===== src/rtl/line_word_burst_unit.sv =====
// line_word_burst_unit: buffers one cache line and hands it to the CPU data
// port as either the single addressed word or a critical-word-first burst
// that wraps around the end of the line. Both sides use valid/ready.
module line_word_burst_unit #(
  parameter int CPU_DATA_SIZE  = 16,
  parameter int WORDS_PER_LINE = 4,
  parameter int BYTE_SEL_SIZE  = 1
) (
  input  logic                                             IN_CLK,
  input  logic                                             IN_RESET_N,
  input  logic                                             IN_LINE_VALID,
  output logic                                             OUT_LINE_READY,
  input  logic [CPU_DATA_SIZE*WORDS_PER_LINE-1:0]          IN_LINE_DATA,
  input  logic [$clog2(WORDS_PER_LINE)+BYTE_SEL_SIZE-1:0]  IN_ADDR_OFFSET,
  input  logic                                             IN_MODE,
  input  logic                                             IN_FLUSH,
  output logic                                             OUT_WORD_VALID,
  input  logic                                             IN_WORD_READY,
  output logic [CPU_DATA_SIZE-1:0]                         OUT_WORD_DATA,
  output logic [$clog2(WORDS_PER_LINE)-1:0]                OUT_WORD_INDEX,
  output logic                                             OUT_WORD_LAST,
  output logic                                             OUT_BUSY
);

  localparam int WORD_SEL_SIZE = $clog2(WORDS_PER_LINE);
  localparam int LINE_SIZE     = CPU_DATA_SIZE * WORDS_PER_LINE;
  localparam int OFFSET_SIZE   = WORD_SEL_SIZE + BYTE_SEL_SIZE;

  localparam logic [WORD_SEL_SIZE-1:0] LAST_COUNT = WORD_SEL_SIZE'(WORDS_PER_LINE - 1);

  localparam logic [0:0] IDLE = 1'b0;
  localparam logic [0:0] SEND = 1'b1;

  logic [0:0]                                   state;
  logic [WORDS_PER_LINE-1:0][CPU_DATA_SIZE-1:0] line_buf;
  logic [WORD_SEL_SIZE-1:0]                     start_idx;
  logic [WORD_SEL_SIZE-1:0]                     count;
  logic                                         mode;
  logic [WORD_SEL_SIZE-1:0]                     index;
  logic                                         busy;
  logic                                         last;
  logic                                         accept;
  logic                                         word_fire;

  // Byte-select bits of the offset carry no meaning for a word-granular path.
  logic unused_offset;
  assign unused_offset = ^IN_ADDR_OFFSET;

  assign busy      = (state == SEND);
  assign accept    = IN_LINE_VALID && OUT_LINE_READY;
  assign word_fire = busy && IN_WORD_READY;

  // Word index wraps naturally because the sum is kept to WORD_SEL_SIZE bits.
  always_comb begin
    index = start_idx + count;
    last  = !mode || (count == LAST_COUNT);
  end

  // Word outputs decode only registered state and are forced to zero outside SEND.
  always_comb begin
    OUT_LINE_READY = (state == IDLE) && !IN_FLUSH;
    OUT_BUSY       = busy;
    OUT_WORD_VALID = busy;
    OUT_WORD_DATA  = busy ? line_buf[index] : '0;
    OUT_WORD_INDEX = busy ? index : '0;
    OUT_WORD_LAST  = busy && last;
  end

  // Sequencer: flush beats the word handshake and line accept.
  always_ff @(posedge IN_CLK or negedge IN_RESET_N) begin
    if (!IN_RESET_N) begin
      state     <= IDLE;
      line_buf  <= '0;
      start_idx <= '0;
      count     <= '0;
      mode      <= 1'b0;
    end else if (IN_FLUSH) begin
      state <= IDLE;
    end else if (accept) begin
      line_buf  <= IN_LINE_DATA[LINE_SIZE-1:0];
      start_idx <= IN_ADDR_OFFSET[OFFSET_SIZE-1 -: WORD_SEL_SIZE];
      mode      <= IN_MODE;
      count     <= '0;
      state     <= SEND;
    end else if (word_fire) begin
      if (last) state <= IDLE;
      else      count <= count + 1'b1;
    end
  end

endmodule


===== config.mk =====
export PLATFORM = sky130hd
export DESIGN_NAME = line_word_burst_unit
export DESIGN_NICKNAME = d
export VERILOG_FILES = /design/src/rtl/line_word_burst_unit.sv
export SDC_FILE = /design/constraint.sdc
export NUM_CORES = 1
export LEC_CHECK = 0
export CAP_MARGIN = 20
export CORE_ASPECT_RATIO = 0.9
export CORE_UTILIZATION = 44
export CTS_CLUSTER_DIAMETER = 30
export DETAILED_ROUTE_END_ITERATION = 16
export GPL_ROUTABILITY_DRIVEN = 0
export PLACE_DENSITY = 0.84
export SLEW_MARGIN = 10
export SYNTH_ARGS = -nofsm -noshare
export SYNTH_HDL_FRONTEND = slang
export SYNTH_SLANG_ARGS = --single-unit

===== constraint.sdc =====
create_clock -name IN_CLK -period 2.3 [get_ports IN_CLK]
set_input_delay 0.23 -clock IN_CLK [delete_from_list [all_inputs] [get_ports IN_CLK]]
set_output_delay 0.23 -clock IN_CLK [all_outputs]
set_load 0.01 [all_outputs]

# --- Word-level counts from Yosys, hierarchy flattened ---
# Cells that the tools add are included.
op_classes:
  add_sub_neg: 2
  magnitude_cmp: 1
  n_eq_ne: 2
  n_mux: 11
  bitwise_logic: 2
  reduce_logical: 13
op_table:
  columns: ["cell", "count"]
  rows:
  - ["binary-select mux 16 bit (select 2 bit)", 1]
  - ["2-to-1 mux 16 bit", 2]
  - ["2-to-1 mux 2 bit", 4]
  - ["nonzero test 3 bit", 2]
  - ["logical AND 1 bit", 4]
  - ["2-to-1 mux 1 bit", 4]
  - ["AND reduction 2 bit", 2]
  - ["less-than comparator 2 x 3 -> 1 bit, second input constant", 1]
  - ["AND reduction 3 bit", 1]
  - ["adder 2 x 1 -> 2 bit, second input constant", 1]
  - ["adder 2 bit", 1]
  - ["== test 2 bit, second input constant", 1]
  - ["zero test 1 bit", 2]
  - ["!= test 2 x 1 -> 1 bit, second input constant", 1]
  - ["NOT 1 bit", 2]
  - ["nonzero test 2 bit", 1]
  - ["logical OR 1 bit", 1]
word_totals:
  regBits: 70
  in_bits: 73
  output_inout_bits: 22
  wordCells: 39

# --- Depth between registers and ports, before layout ---
# Gate-level depths: netlist of the first run.
logic_depth:
  word_depth: 6
  ltp_mapped: 6
  mapped_depth_nobuf: 4

# --- Least setup slack after synthesis of the first run ---
# No wires, ideal clock.
synth_timing:
  kind: "register to output"
  startpoint: "reg count[0]"
  endpoint: "out OUT_WORD_DATA[0]"
  arrival_time_ps: 1823
  required_time_ps: 2070
  slack_ps: 247
  path_stages_with_launch: 6
  n_path_buf: 2
  path_cell_list: "dfrtp_1 -> ha_1 -> buf_2 -> buf_2 -> mux4_1 -> and2_1"
synth_between:
  elab_chain_cells: 4
synth_rtl:
  columns: ["item", "line_no", "source"]
  rows:
  - ["start: declaration", "37", "logic [WORD_SEL_SIZE-1:0] count;"]
  - ["start signal: assignment", "87", "else count <= count + 1'b1;"]
  - ["adder 2 bit", "55", "index = start_idx + count;"]
  - ["binary-select mux 16 bit (select 2 bit)", "64", "OUT_WORD_DATA = busy ? line_buf[index] : '0;"]
  - ["2-to-1 mux 16 bit (not written as such)", "64", null]
  - ["2-to-1 mux 16 bit", "64", null]
  - ["end: declaration", "19", "output logic [CPU_DATA_SIZE-1:0] OUT_WORD_DATA,"]
# No other way between the ends. The select of a mux whose other input is x is not followed.

# --- Worst setup path in the final report of the first run ---
layout_timing:
  startpoint: "reg count[0]"
  endpoint: "out OUT_WORD_DATA[7]"
# The elaborated chain is that of the path after synthesis.

==> results of run 1 <==
-- critical path, delay by kind of cell, from the launching register on --
kind	cells	cell delay (ns)
adders and majority gates	1	0.32
DFF	1	0.41
buffers and inverters	2	0.27
and+or+nand+nor	1	0.17
muxes	1	0.53
-- cell usage in the layout, fill, tap and decap left out, types with 2 or more instances in the layout --
cell type,n
dfrtp_1,70
clkbuf_8,9
o31ai_1,2
clkinv_2,2
or4_1,2
buf_4,5
buf_2,10
and2_4,7
buf_6,9
a21oi_1,2
clkdlybuf4s50_1,75
nor2_1,2
mux4_2,14
clkinvlp_4,3
mux2_2,66
buf_8,2
buf_12,2
and2_1,11
mux4_1,2
-- flip-flops by register name, summed over array words and instances, names as in the netlist --
register	count
OUT_BUSY	1
mode	1
count	2
start_idx	2
line_buf	64
-- kinds of logic after synthesis --
kind of cell / synth area share
multiplexers: 0.360
flip-flops: 0.537
AND/OR/NAND/NOR: 0.0491
buffers and inverters: 0.0284
AO/OA/AOI/OAI: 0.0104
adder cells (fa/ha/maj): 0.00767
XOR/XNOR: 0.00729
-- metal layers --
metal / GRT usage / wire length [um]
met1: 0.235 / 2980
met2: 0.313 / 3310
met3: 0.0546 / 351
met4: 0.0462 / 54
met5: 0 / 0
-- how the worst max path moves through the flow --
stage | end | slack, ns | from
after floorplan | OUT_WORD_DATA[0] | 0.25 | count[0]
after global placement | OUT_WORD_DATA[14] | -0.07 | start_idx[0]
after detailed placement | OUT_WORD_DATA[15] | -0.07 | count[0]
after CTS | OUT_WORD_DATA[9] | -0.002 | count[0]
after global routing | OUT_WORD_DATA[7] | -0.04 | count[0]
final | OUT_WORD_DATA[7] | 0.03 | count[0]
-- repair_timing --
action                     CTS  global route
pin swaps                    2             3
setup endpoints to repair   17            14
setup buffers                2             0
resized for setup           85            15
cloned                       0             0
-- stage by stage --
step | area [um2] | power (mW) | cells | TNS (ns)
2_1_floorplan | 3260 | 2.23 | 202 | 0
3_3_place_gp | 4320 | 2.64 | 384 | -0.586
3_5_place_dp | 4320 | 2.68 | 384 | -0.686
4_1_cts | 4440 | 3.60 | 402 | -0.00310
5_1_grt | 4460 | 3.80 | 401 | -0.0930
6_report | 4460 | 3.59 | 401 | 0
-- power groups by stage --
stage | Sequential [mW] | Clock (mW) | Combinational, mW
after floorplan | 1.56 | 0 | 0.661
after global placement | 1.59 | 0 | 1.04
after detailed placement | 1.61 | 0 | 1.07
after global routing | 1.64 | 0.949 | 1.22
after CTS | 1.60 | 0.896 | 1.10
final | 1.61 | 0.854 | 1.13
-- cell type report --
type	count	area share
clock buffer	9	0.0278
inverter	1	0.000842
multi-input combinational	117	0.313
sequential	70	0.393
clock inverter	7	0.0112
tap	93	0.0261
timing repair buffer	104	0.228
==> flow_metrics.py, run 1 <==
metrics = {
    "sta": {
        "whs_ns": 0.00678,
        "hold_viol_final": 0,
        "rsz0062_at_grt": "true",
        "setup_slack_ns": 0.0334,
        "clock.fmax_mhz": 441,
        "fin_crit_sh": 0.985,
        "maxSlewHeadroom": 0.420,
        "tightest_slew_ns": 0.871,
        "setup_viol": 0,
        "fin_crit_ns": 2.27,
        "drv_slew": 0,
        "fin_skew_ns": 0.00831,
    },
    "critical_path": {
        "r2r_end": "line_buf[7]",
        "ff2ff_path_depth": 4,
        "path_class": "reg -> out",
        "slowest_delay_ns": 0.53,
        "rrSetupSlack_ns": 0.57,
        "worstPathCellList": "ha_4 -> buf_8 -> mux4_1 -> and2_1 -> buf_2",
        "crit_slowest_cell": "mux4_1",
        "crit_required_ns": 2.07,
        "start_kind": "register",
        "cp-end-kind": "primary output",
        "critPathMaxFanout": 6,
        "r2r_start": "OUT_BUSY",
        "critPathArrivalTime_ns": 2.04,
    },
    "pwr": {
        "p_int_mw": 2.62,
        "pwr-share-comb": 0.315,
        "p_per_area_nw_per_um2": 805,
        "clkPwrFrac": 0.238,
        "p_sw_frac": 0.272,
        "ir_worst_vdd_v": 0.000400,
        "seqPwrFrac": 0.447,
        "p_switching_uw": 975,
        "leakagePower_nw": 1.86,
    },
    "route": {
        "wl_per_cell_um": 16.7,
        "drc_errors": 0,
        "drtAntennaViolNets": 0,
        "drt-initial-drc-count": 62,
        "via_per_inst": 5.12,
        "dr.pass1.iters": 4,
        "routed_wl_um": 6690,
        "vias": 2053,
    },
    "min_path": {
        "hold_class": "in -> async",
    },
    "logic_synthesis": {
        "synth_nets": 277,
        "synth_edf_count": 0,
        "ys_ff_latch": 70,
        "syn_area_um2": 3260,
        "yosysSeqAreaShare": 0.537,
        "post-synth-top-count-cell": "dfrtp_1",
        "yosysUniqueCellTypes": 20,
        "synthTopCellsByCount": "70 x dfrtp_1, 66 x mux2_2, 19 x and2_1",
        "ys.flop_type": "dfrtp_1",
        "yosysTopAreaCell": "dfrtp_1",
        "synthCells": 202,
        "async_flop_share": 1.00,
        "yosysWarnings": 0,
        "synth_area_leaders": "dfrtp_1 54%, mux2_2 23%, mux4_1 13%",
        "avgSynthCellArea_um2": 16.1,
        "yosysTopAreaCellShare": 0.537,
    },
    "grt": {
        "overflow": 0,
        "track_usage": 0.186,
        "grt_start_max_net_pins": 71,
        "grt_pass1_vias": 2213,
        "antenna_found_initial": 0,
        "grt_pass1_wl_um": 11000,
    },
    "clock_tree": {
        "cts_hold_buffers": 0,
        "clk_latency_ns": 0.34,
        "clk_pin_slew_ns": 0.07,
        "htree_num_levels": 3,
        "cts-root-buf": "clkbuf_8",
        "clockBufferDepth": 2,
        "clock_sinks": 70,
        "cts_tree": "done",
        "cts_inserted_buffers": 9,
    },
    "finish": {
        "diodes": 0,
        "drive_above_1_share": 0.438,
        "nets": 378,
        "area_delta_synth_final_pct": 36.7,
        "seqCellArea_um2": 1750,
        "nFillCells": 578,
        "multi_input_area_um2": 1400,
        "fin_util": 0.627,
    },
    "die": {
        "die_y_um": 83.7,
        "core_um2": 7110,
        "num_rows": 29,
        "die_x_um": 92.8,
        "pin_count": 95,
        "die_area_um2": 7760,
        "start_util": 0.459,
    },
    "run": {
        "maxCapViolCount": 0,
    },
    "placed_design": {
        "dp_slack_ns": -0.0744,
        "io_buffers": 93,
        "hpwlAfterDp_um": 4630,
    },
    "outcome": {
        "outcome": "completed",
    },
}
Power figures use the tool's default switching activity.
==> run 2, diff against run 1 <==
--- a/config.mk
+++ b/config.mk
@@ -5,7 +5,7 @@
 export SDC_FILE = /design/constraint.sdc
 export NUM_CORES = 1
 export LEC_CHECK = 0
-export CAP_MARGIN = 20
+export CAP_MARGIN = 15
 export CORE_ASPECT_RATIO = 0.9
 export CORE_UTILIZATION = 44
 export CTS_CLUSTER_DIAMETER = 30
==> results of run 2 <==
Same layout as run 1: the final DEF is identical, and so are final timing and power.
==> run 3, diff against run 2 <==
--- a/config.mk
+++ b/config.mk
@@ -11,6 +11,7 @@
 export CTS_CLUSTER_DIAMETER = 30
 export DETAILED_ROUTE_END_ITERATION = 16
 export GPL_ROUTABILITY_DRIVEN = 0
+export MAX_ROUTING_LAYER = met4
 export PLACE_DENSITY = 0.84
 export SLEW_MARGIN = 10
 export SYNTH_ARGS = -nofsm -noshare
==> run 3 against run 2 <==
  * Clock power is essentially flat
  * Clock skew shrank 0.0018 ns
  * Setup slack is essentially flat
  * Non-clock buffer count is the same
  * Final area is the same
  * Critical endpoint unchanged
  * Largest power group unchanged
==> flow_metrics.py, run 3 (synthesis gave the netlist of run 1 again) <==
metrics = {
    "sta": {
        "fin_crit_sh": 0.986,
        "clock.fmax_mhz": 441,
        "hold_viol_final": 0,
        "tns_ns": 0,
        "fin_crit_ns": 2.27,
        "tightest_slew_ns": 0.864,
        "setup_slack_ns": 0.0330,
        "rsz0062_at_grt": "true",
        "maxSlewHeadroom": 0.424,
        "drv_slew": 0,
        "fin_skew_ns": 0.00648,
        "setup_viol": 0,
    },
    "clock_tree": {
        "clockBufferDepth": 2,
        "clk_latency_ns": 0.34,
        "clock_sinks": 70,
        "cts-root-buf": "clkbuf_8",
        "cts_hold_buffers": 0,
        "clk_pin_slew_ns": 0.07,
        "cts_tree": "done",
        "htree_num_levels": 3,
        "cts_inserted_buffers": 9,
    },
    "die": {
        "pin_count": 95,
        "num_rows": 29,
        "die_area_um2": 7760,
        "die_y_um": 83.7,
        "core_um2": 7110,
        "start_util": 0.459,
        "die_x_um": 92.8,
    },
    "outcome": {
        "outcome": "completed",
    },
    "grt": {
        "overflow": 0,
        "grt_start_max_net_pins": 71,
        "track_usage": 0.191,
        "antenna_found_initial": 0,
        "grt_pass1_vias": 2213,
        "grt_pass1_wl_um": 11000,
    },
    "finish": {
        "fin_util": 0.627,
        "largest_reg_flops": 64,
        "nFillCells": 578,
        "nets": 378,
        "mostFrequentLayoutCells": "75 x clkdlybuf4s50_1, 70 x dfrtp_1, 66 x mux2_2",
        "largestRegisters": "line_buf x64, count x2, start_idx x2",
        "drive_above_1_share": 0.438,
        "area_delta_synth_final_pct": 36.7,
        "regMostFlops": "line_buf",
        "diodes": 0,
        "final_common_cell": "clkdlybuf4s50_1",
    },
    "route": {
        "drt-initial-drc-count": 64,
        "wl_per_cell_um": 16.6,
        "dr_wl_met2_um": 3280,
        "wl_met1_um": 2950,
        "wl_met3_um": 367,
        "drtAntennaViolNets": 0,
        "topRoutingLayerUsed": "met4",
        "vias": 2056,
        "routed_wl_um": 6660,
        "dr.pass1.iters": 4,
        "via_per_inst": 5.13,
        "drc_errors": 0,
    },
    "critical_path": {
        "start_kind": "register",
        "crit_required_ns": 2.07,
        "critPathArrivalTime_ns": 2.04,
        "critPathMaxFanout": 6,
        "cp-end-kind": "primary output",
        "path_class": "reg -> out",
    },
    "pwr": {
        "leakagePower_nw": 1.86,
        "p_per_area_nw_per_um2": 805,
        "ir_worst_vdd_v": 0.000400,
        "fin_total_pwr_mw": 3.59,
    },
    "min_path": {
        "hold_class": "in -> async",
    },
    "placed_design": {
        "hpwlAfterDp_um": 4630,
        "dp_slack_ns": -0.0744,
        "io_buffers": 93,
    },
    "run": {
        "maxCapViolCount": 0,
    },
}
[run 3: report_power, final]
part | internal [mW] | switching [mW]
logic | 0.754 | 0.377
clock network | 0.392 | 0.463
registers | 1.47 | 0.135
total | 2.62 | 0.975
[run 3: cell type report]
type                            count  area [um2]  area share
Sequential cell                    70        1750       0.393
Multi-Input combinational cell    117        1400       0.313
Timing Repair Buffer              104        1020       0.228
Clock buffer                        9         124      0.0278
Tap cell                           93         116      0.0261
Clock inverter                      7        50.0      0.0112
Inverter                            1        3.75    0.000842
[run 3: critical path: stages (launching register included)]
cell     delay, ns
dfrtp_1       0.41
ha_4          0.32
buf_8         0.14
mux4_1        0.53
and2_1        0.17
buf_2         0.13
[run 3: per-stage QoR]
step	cell area, um2	std cells	hold slack [ns]
final	4460	401	0.0150
after global routing	4460	401	0.0674
after CTS	4440	402	0.0329
after detailed placement	4320	384	0.405
after global placement	4320	384	0.405
after floorplan	3260	202	-0.0656
[run 3: path summary, 6_finish.rpt]
check,startpoint,endpoint,slack (ns),cells past startpoint
worst max-delay path,count[0],OUT_WORD_DATA[7],0.03,5
worst min-delay path,IN_RESET_N,mode,0.02,1
worst max register to register,OUT_BUSY,line_buf[7],0.57,4
worst min register to register,line_buf[55],line_buf[55],0.50,1
max in group asynchronous,IN_RESET_N,line_buf[7],1.74,1
min in group IN_CLK,IN_LINE_DATA[62],line_buf[62],0.50,2
[run 3: routing by layer]
layer | up-vias | global-route usage
met1 | 1041 | 0.235
met4 | 0 | 0.0462
met5 | - | -
met2 | 62 | 0.313
met3 | 7 | 0.0528
li1 | 946 | -
[run 3: repair_timing]
action / CTS / global route
gates resized for setup: 85 / 15
setup buffers: 2 / 0
hold endpoints to repair: 0 / 0
pin swaps: 2 / 3
endpoints found under the setup margin: 17 / 14
